## src/rtl/led_sweep_ctrl.sv

```systemverilog
// LED bar sequencer: fill/drain, running dot, bouncing dot and blink-all patterns
// with start/stop/pause control. Define LED_SWEEP_DIR_EN to add the dir (bit-reverse) input.
module led_sweep_ctrl #(
    parameter int PRESCALE = 1_000_000,
    parameter int DIV_W    = 28,
    parameter int REPEAT   = 2
) (
    input  logic       CLK,
    input  logic       nrst,
    input  logic       start,
    input  logic       stop,
    input  logic       pause,
    input  logic [1:0] mode,
    input  logic [2:0] speed_sel,
`ifdef LED_SWEEP_DIR_EN
    input  logic       dir,
`endif
    output logic [7:0] O,
    output logic       busy,
    output logic       done
);

    typedef enum logic [1:0] {IDLE, RUN, PAUSE, DONE} state_t;

    state_t            state, state_d;
    logic [1:0]        mode_q, mode_d;
    logic [2:0]        spd_q, spd_d;
    logic [3:0]        step_q, step_d;
    logic [7:0]        cycle_q, cycle_d;
    logic [DIV_W-1:0]  presc_q, presc_d;
    logic [7:0]        o_q, o_d;
`ifdef LED_SWEEP_DIR_EN
    logic              dir_q, dir_d;
`endif

    logic [DIV_W-1:0]  term;
    logic              tick;
    logic [3:0]        last;
    logic [3:0]        step_adv;
    logic [7:0]        pat_start, pat_run;

    function automatic logic [3:0] last_step(input logic [1:0] m);
        case (m)
            2'd0:    return 4'd15;
            2'd1:    return 4'd7;
            2'd2:    return 4'd13;
            default: return 4'd1;
        endcase
    endfunction

    function automatic logic [7:0] pattern(input logic [1:0] m, input logic [3:0] s);
        logic [4:0] n;
        logic [3:0] pos;
        logic [7:0] pat;
        pat = 8'h00;
        n   = 5'd0;
        pos = 4'd0;
        case (m)
            2'd0: begin
                // lit count rises 1..8 then falls 8..1; bits fill from O[7] downward
                n   = (s < 4'd8) ? ({1'b0, s} + 5'd1) : (5'd16 - {1'b0, s});
                pat = 8'hFF << (5'd8 - n);
            end
            2'd1: pat = 8'h80 >> s;
            2'd2: begin
                pos = (s < 4'd8) ? s : (4'd14 - s);
                pat = 8'h80 >> pos;
            end
            default: pat = (s == 4'd0) ? 8'hFF : 8'h00;
        endcase
        return pat;
    endfunction

`ifdef LED_SWEEP_DIR_EN
    function automatic logic [7:0] rev8(input logic [7:0] v);
        logic [7:0] r;
        for (int i = 0; i < 8; i++) r[i] = v[7-i];
        return r;
    endfunction
`endif

    assign term     = (DIV_W'(PRESCALE) << spd_q) - DIV_W'(1);
    assign tick     = (presc_q == term);
    assign last     = last_step(mode_q);
    assign step_adv = (step_q == last) ? 4'd0 : (step_q + 4'd1);

    always_comb begin
        // NOTE: every always_comb output gets a default first so no path can infer a latch.
        pat_start = pattern(mode, 4'd0);
        pat_run   = pattern(mode_q, step_adv);
`ifdef LED_SWEEP_DIR_EN
        if (dir)   pat_start = rev8(pat_start);
        if (dir_q) pat_run   = rev8(pat_run);
`endif
    end

    always_comb begin
        state_d = state;
        mode_d  = mode_q;
        spd_d   = spd_q;
        step_d  = step_q;
        cycle_d = cycle_q;
        presc_d = presc_q;
        o_d     = o_q;
`ifdef LED_SWEEP_DIR_EN
        dir_d   = dir_q;
`endif
        case (state)
            IDLE: begin
                if (start && !stop) begin
                    state_d = RUN;
                    mode_d  = mode;
                    spd_d   = speed_sel;
`ifdef LED_SWEEP_DIR_EN
                    dir_d   = dir;
`endif
                    step_d  = 4'd0;
                    cycle_d = 8'd0;
                    presc_d = '0;
                    o_d     = pat_start;
                end
            end
            RUN: begin
                // stop beats pause, pause beats the step tick
                if (stop) begin
                    state_d = IDLE;
                    o_d     = 8'h00;
                end else if (pause) begin
                    state_d = PAUSE;
                end else if (tick) begin
                    presc_d = '0;
                    step_d  = step_adv;
                    o_d     = pat_run;
                    if (step_q == last) begin
                        if (REPEAT != 0 && (cycle_q + 8'd1) == 8'(REPEAT)) begin
                            state_d = DONE;
                            o_d     = 8'h00;
                        end else if (REPEAT != 0) begin
                            cycle_d = cycle_q + 8'd1;
                        end
                    end
                end else begin
                    presc_d = presc_q + DIV_W'(1);
                end
            end
            PAUSE: begin
                if (stop) begin
                    state_d = IDLE;
                    o_d     = 8'h00;
                end else if (pause) begin
                    state_d = RUN;
                end
            end
            default: begin
                state_d = IDLE;
                o_d     = 8'h00;
            end
        endcase
    end

    always_ff @(posedge CLK or negedge nrst) begin
        if (!nrst) begin
            state   <= IDLE;
            mode_q  <= 2'd0;
            spd_q   <= 3'd0;
            step_q  <= 4'd0;
            cycle_q <= 8'd0;
            presc_q <= '0;
            o_q     <= 8'h00;
`ifdef LED_SWEEP_DIR_EN
            dir_q   <= 1'b0;
`endif
        end else begin
            // NOTE: sequential state uses non-blocking assignments so all registers update together.
            state   <= state_d;
            mode_q  <= mode_d;
            spd_q   <= spd_d;
            step_q  <= step_d;
            cycle_q <= cycle_d;
            presc_q <= presc_d;
            o_q     <= o_d;
`ifdef LED_SWEEP_DIR_EN
            dir_q   <= dir_d;
`endif
        end
    end

    assign O    = o_q;
    assign busy = (state == RUN) || (state == PAUSE);
    assign done = (state == DONE);

endmodule

```

## config.mk

```make
export PLATFORM = sky130hd
export DESIGN_NAME = led_sweep_ctrl
export DESIGN_NICKNAME = d
export VERILOG_FILES = /design/src/rtl/led_sweep_ctrl.sv
export SDC_FILE = /design/constraint.sdc
export NUM_CORES = 1
export LEC_CHECK = 0
export ABC_AREA = 1
export BUFFER_PORTS_ARGS = -buffer_cell sky130_fd_sc_hd__buf_4
export CAP_MARGIN = 0
export CELL_PAD_IN_SITES_DETAIL_PLACEMENT = 0
export CELL_PAD_IN_SITES_GLOBAL_PLACEMENT = 1
export CORE_MARGIN = 2
export CORE_UTILIZATION = 41
export DETAILED_ROUTE_END_ITERATION = 12
export PLACE_DENSITY = 0.87
export SETUP_SLACK_MARGIN = 0.1
export SYNTH_ARGS = -nofsm -noshare
export SYNTH_HDL_FRONTEND = slang
export SYNTH_SLANG_ARGS = --single-unit
```

## constraint.sdc

```tcl
create_clock -name CLK -period 2.83 [get_ports CLK]
set_clock_uncertainty 0.15 [all_clocks]
set_input_delay 0.4245 -clock CLK [delete_from_list [all_inputs] [get_ports CLK]]
set_output_delay 0.4245 -clock CLK [all_outputs]
set_load 0.05 [all_outputs]
```

======== Yosys cells after proc, flatten, opt, wreduce, memory -nomap -nowiden ========
Cells that the tools add are included.
storage, ports and cells
  register bits ........................... 55
  input port bits ......................... 10
  output and inout bits ................... 10
  word-level logic and storage cells ...... 99
cells by class
  add/subtract/negate cells ............... 8
  $lt $le $gt $ge ......................... 1
  equal/unequal tests ..................... 23
  shift operators ......................... 4
  muxes and demuxes ....................... 41
  reductions and logical operators ........ 15
operator list
  operator                                             number
  2-to-1 mux 28 bit                                    4
  2-to-1 mux 8 bit                                     14
  one-hot mux 28 bit (2 select lines)                  1
  one-hot mux 8 bit (3 select lines)                   2
  adder 28 x 1 -> 28 bit (second input constant)       1
  == test 28 bit                                       1
  left shift 20 x 3 -> 28 bit (first input constant)   1
  subtractor 28 x 2 -> 28 bit (second input constant)  1
  2-to-1 mux 4 bit                                     6
  2-to-1 mux 2 bit                                     8
  one-hot mux 8 bit (2 select lines)                   1
  >> shifter 8 x 4 -> 8 bit (first input constant)     2
  inequality test 2 bit (second input constant)        7
  inequality test 4 bit (second input constant)        3
  one-hot mux 4 bit (3 select lines)                   1
  AND reduction 5 bit                                  2
  inequality test 3 bit (second input constant)        3
  adder 8 x 1 -> 8 bit (second input constant)         1
  == test 2 bit (second input constant)                4
  == test 8 x 2 -> 1 bit (second input constant)       1
  one-hot mux 4 bit (2 select lines)                   1
  AND reduction 4 bit                                  2
  left shift 8 x 5 -> 8 bit (first input constant)     1
  2-to-1 mux 7 bit                                     1
  other kinds (19)                                     23

======== Depth between registers and ports, before layout ========
  word-level depth ........................ 15
  mapped depth ............................ 26
  mapped depth without buffers ............ 26

======== Least setup slack after synthesis ========
No wires, ideal clock.
  path type ............................... reg2reg
  from .................................... register mode_q[0]
  to ...................................... register o_q[5] (netlist: O[5])
  library setup time ...................... 66 ps
  arrival time ............................ 2569 ps
  required time ........................... 2614 ps
  slack ................................... 45 ps
  cell stages (with the launch flop) ...... 25
  path buffers ............................ 1
  clock period less this slack ............ 2785 ps
  cell sequence ........................... dfrtp_1 ha_1 buf_4 inv_2 nand2_1 nand3_1 nor2_1 nand2_1 inv_1 nor2_1 inv_1 ha_1 inv_1 nor2_1 o21ai_1 nand2_1 nor2_1 nor2_1 nor2_4 nand2_1 nand2_1 nand2_1 nand2_1 nand2_1 nand2_1
on the way
  cells in the longest elaborated chain, start to end .. 15
  elaborated cells between the ends (all ways) .. 25
  classes of those cells .................. add/sub: 4; order compare: 1; eq/ne: 3; shift: 3; mux: 12; reduce/logical: 2
RTL lines
  element                                                  line     source
  start, declared                                          26       logic [1:0] mode_q, mode_d;
  start signal, assigned                                   176      mode_q <= mode_d;
  == test 2 bit, or another cell as far along              43, 58
  one-hot mux 4 bit (3 select lines)                       43       case (m)
  == test 4 bit                                            85, 134
  2-to-1 mux 4 bit                                         85       assign step_adv = (step_q == last) ? 4'd0 : (step_q + 4'd1);
  subtractor 5 x 4 -> 5 bit, or another cell as far along  61       n = (s < 4'd8) ? ({1'b0, s} + 5'd1) : (5'd16 - {1'b0, s});
  2-to-1 mux 5 bit                                         61
  subtractor 4 x 5 -> 5 bit                                62       pat = 8'hFF << (5'd8 - n);
  left shift 8 x 5 -> 8 bit                                62
  one-hot mux 8 bit (3 select lines)                       58       case (m)
  2-to-1 mux 8 bit                                         135      if (REPEAT != 0 && (cycle_q + 8'd1) == 8'(REPEAT)) begin
  2-to-1 mux 8 bit *                                       134      if (step_q == last) begin
  2-to-1 mux 8 bit *                                       130      end else if (tick) begin
  2-to-1 mux 8 bit *                                       128      end else if (pause) begin
  2-to-1 mux 8 bit *                                       125      if (stop) begin
  one-hot mux 8 bit (3 select lines) *                     108      case (state)
  end signal, assigned                                     169      o_q <= 8'h00;
  end signal, assigned                                     181      o_q <= o_d;
  end, declared                                            31       logic [7:0] o_q, o_d;
Mark *: on every way between the ends. The rest lies on a longest branch, timed or not. The select of a mux whose other input is x is not followed.
A chain may end at the register's enable or synchronous reset.

======== Worst setup path in the final report ========
  from .................................... register spd_q[0]
  to ...................................... register presc_q[5]
on the way
  cells in the longest elaborated chain, start to end .. 7
RTL lines
  element                              line  source
  start, declared                      27    logic [2:0] spd_q, spd_d;
  start signal, assigned               177   spd_q <= spd_d;
  left shift 20 x 3 -> 28 bit          82    assign term = (DIV_W'(PRESCALE) << spd_q) - DIV_W'(1);
  subtractor 28 x 2 -> 28 bit          82
  == test 28 bit                       83    assign tick = (presc_q == term);
  2-to-1 mux 28 bit                    130
  2-to-1 mux 28 bit                    128
  2-to-1 mux 28 bit                    125
  one-hot mux 28 bit (2 select lines)  108
  end signal, assigned                 180   presc_q <= presc_d;
  end, declared                        30    logic [DIV_W-1:0] presc_q, presc_d;
Every way passes these cells. The select of a mux whose other input is x is not followed.

==> results.toml <==
[critical_path]
r2r_slack_ns = 0.07
crit_family = "simple AND/OR/NAND/NOR gates"
required_ns = 2.89
worstPathCellList = "buf_6, ha_4, buf_6, inv_4, buf_6, nand3_4, a21oi_4, buf_4, nand2_1, nand3_1, nand3_1, nor2_1, nand3_1, nor2_1, nor2_2, nor2_4, buf_6, clkbuf_16, nor3b_2"
crit_fanout = 5
cp-start-kind = "flip-flop"
cpMostUsedCell = "buf_6"
crit_cells = 19
crit_type = "reg -> reg"
crit_arrival_ns = 2.82
rr_startpoint = "spd_q[0]"
slowest_stage = "dfrtp_2"
cp_num_buf_inv = 7
reg2reg_depth = 19
r2r-end = "presc_q[5]"
max_stage_delay_ns = 0.44
end_kind = "flip-flop"

[route]
wire_per_inst_um = 13.3
drtIter0Drc = 170
wirelength_mm = 11.4
drc = 0
viasPerCell = 5.00
drtPass1Iterations = 5
vias = 4310
ant_nets = 0

[layout]
drive_above_1_share = 0.311
fill_cells = 969
area_growth_pct = 30.5
antennaDiodeCount = 0
multiInputGateArea_um2 = 3020
nNetsFinal = 755
register_area_um2 = 1380

[cts]
cts_made_buffers = 5
cts_sinks = 55
root_buffer = "clkbuf_8"
clk_path_buf_depth = 2
clk_pin_slew_worst_paths_ns = 0.10
holdBufCountCts = 0
cts-htree-levels = 2
clock_latency_ns = 0.32
cts_tree = "yes"

[die]
coreArea_um2 = 10300
io_pins = 20
die_h_um = 107
initial_core_util = 0.423
dieArea_um2 = 11500
dieWidth_um = 107
fp-row-count = 37

[sta]
slew_viol_final = 0
min_period_over_period = 0.976
timing.setup.tns_ns = 0
hold_violations = 1
fin_crit_ns = 2.76
slew_headroom = 0.508
whs_ns = -0.00124
setup_violations = 0
fmax_ghz = 0.362
worst_pin_slew_ns = 0.738
rsz0062_at_grt = "yes"
final.setup.worst_slack_ns = 0.0669

[grt]
antenna_found_initial = 0
grt_usage = 0.206
grt_overflow_total = 0
grt_max_degree = 56
grt_pass1_vias = 4155
grt_pass1_wl_mm = 19.1

[yosys]
synth_compound_area_frac = 0.0697
yosys.cell_types.count = 36
synth-main-ff-cell = "dfrtp_1"
synth_mux_area_frac = 0.00258
synthArstFlopShare = 1.00
synth_area_leaders = "dfrtp_1 32%, nand2_1 16%, nor2_1 7.0%"
seq_area_frac_synth = 0.315
synth_top_family_by_area = "simple AND/OR/NAND/NOR gates"
synth_simple_gate_area_frac = 0.397
synth_top_area_share = 0.315
ys_ff_latch = 55
synth_edf_count = 0
netlist_area_um2 = 4360
syn_nets = 674
synth.most_common_cell = "nand2_1"
synth-adder-area-share = 0.0574
syn_avg_cell_area_um2 = 6.77
yosys.area.top_type = "dfrtp_1"
syn_inst = 644
synth_xor_area_frac = 0.0703
synthTopCellsByCount = "186 x nand2_1, 81 x nor2_1, 76 x inv_1"
ys_warn_count = 0

[place]
routabilityCongestion = 0.917
pre_cts_slack_ns = -0.129
numPortBuffers = 19
dp_hpwl_mm = 8.44

[pwr]
power_density_nw_per_um2 = 1060
p_leak_uw = 0.00278
ir_drop_v = 0.000575

[outcome]
run_status = "finished with violations"
violations = "hold timing"

[job]
maxCapViolations = 0

[hold_path]
hold_class = "in -> async"
final cells by class:
cell class,count,share of cell area
Clock buffer,6,0.0127
Clock inverter,2,0.00659
Timing Repair Buffer,82,0.122
Tap cell,136,0.0299
Multi-Input combinational cell,496,0.530
Inverter,85,0.0569
Sequential cell,55,0.242
through the flow:
step / instance area [um^2] / hold slack (ns) / power, uW / std cells / utilization
2_1_floorplan: 4370 / -0.0211 / 3540 / 644 / -
3_3_place_gp: 4940 / 0.318 / 4520 / 834 / 0.479
3_5_place_dp: 4940 / 0.316 / 4570 / 834 / 0.479
4_1_cts: 5370 / 0.0316 / 5610 / 855 / 0.520
5_1_grt: 5690 / 0.0551 / 6560 / 862 / 0.552
6_report: 5690 / -0.00124 / 6010 / 862 / 0.552
worst max path at each step:
stage	startpoint	to	slack [ns]
2_1_floorplan	mode_q[0]	O[5]	0.10
3_3_place_gp	mode_q[0]	O[5]	-0.08
3_5_place_dp	mode_q[0]	O[5]	-0.13
4_1_cts	mode_q[1]	O[7]	0.08
5_1_grt	mode_q[0]	O[7]	-0.13
6_report	spd_q[0]	presc_q[5]	0.07
cell usage in the layout, fill, tap and decap left out, types with 14 or more instances in the layout:
master	instances
nor2_1	56
xor2_1	29
dfrtp_1	53
inv_2	20
o21ai_0	14
nand2_2	25
nand2_1	166
nor2_2	22
nand3_1	51
buf_4	68
inv_1	63
power by group:
group / switching (uW) / internal, uW / leakage [uW]
Combinational: 2570 / 1820 / 0.00198
Sequential: 143 / 934 / 0.000741
Clock: 274 / 265 / 0.0000514
Total: 2990 / 3020 / 0.00278
logic make-up (layout without fill, tap and decap cells):
group | Yosys count | in the layout
muxes | 1 | 1
xor gates and xnor gates | 35 | 35
adders and majority gates | 20 | 20
DFF | 55 | 55
AOI/OAI and AO/OA | 55 | 55
and+or+nand+nor | 385 | 385
buffers and inverters | 93 | 175
what timing repair did:
action,CTS,global route
setup buffers,12,7
pin swaps,35,33
endpoints found under the setup margin,30,49
gates cloned,1,1
resized for setup,68,78
endpoints found under the hold margin,0,0
flip-flops by register name (all words and copies together), names as in the netlist:
signal / cells
O: 8
cycle_q: 8
mode_q: 2
presc_q: 28
spd_q: 3
state: 2
step_q: 4
routing by layer:
layer | wire length (um) | GRT usage
met1 | 5160 | 0.262
met5 | 0 | 0
met3 | 401 | 0.0231
met4 | 240 | 0.0751
met2 | 5630 | 0.360
worst reg2reg max path, cell delays in order, from the launching register on:
cell,delay [ns]
dfrtp_2,0.44
buf_6,0.12
ha_4,0.16
buf_6,0.12
inv_4,0.06
buf_6,0.10
nand3_4,0.07
a21oi_4,0.15
buf_4,0.14
nand2_1,0.07
nand3_1,0.08
nand3_1,0.08
nor2_1,0.10
nand3_1,0.10
nor2_1,0.17
nor2_2,0.08
nor2_4,0.13
buf_6,0.15
clkbuf_16,0.15
nor3b_2,0.04
Power figures use the tool's default switching activity.
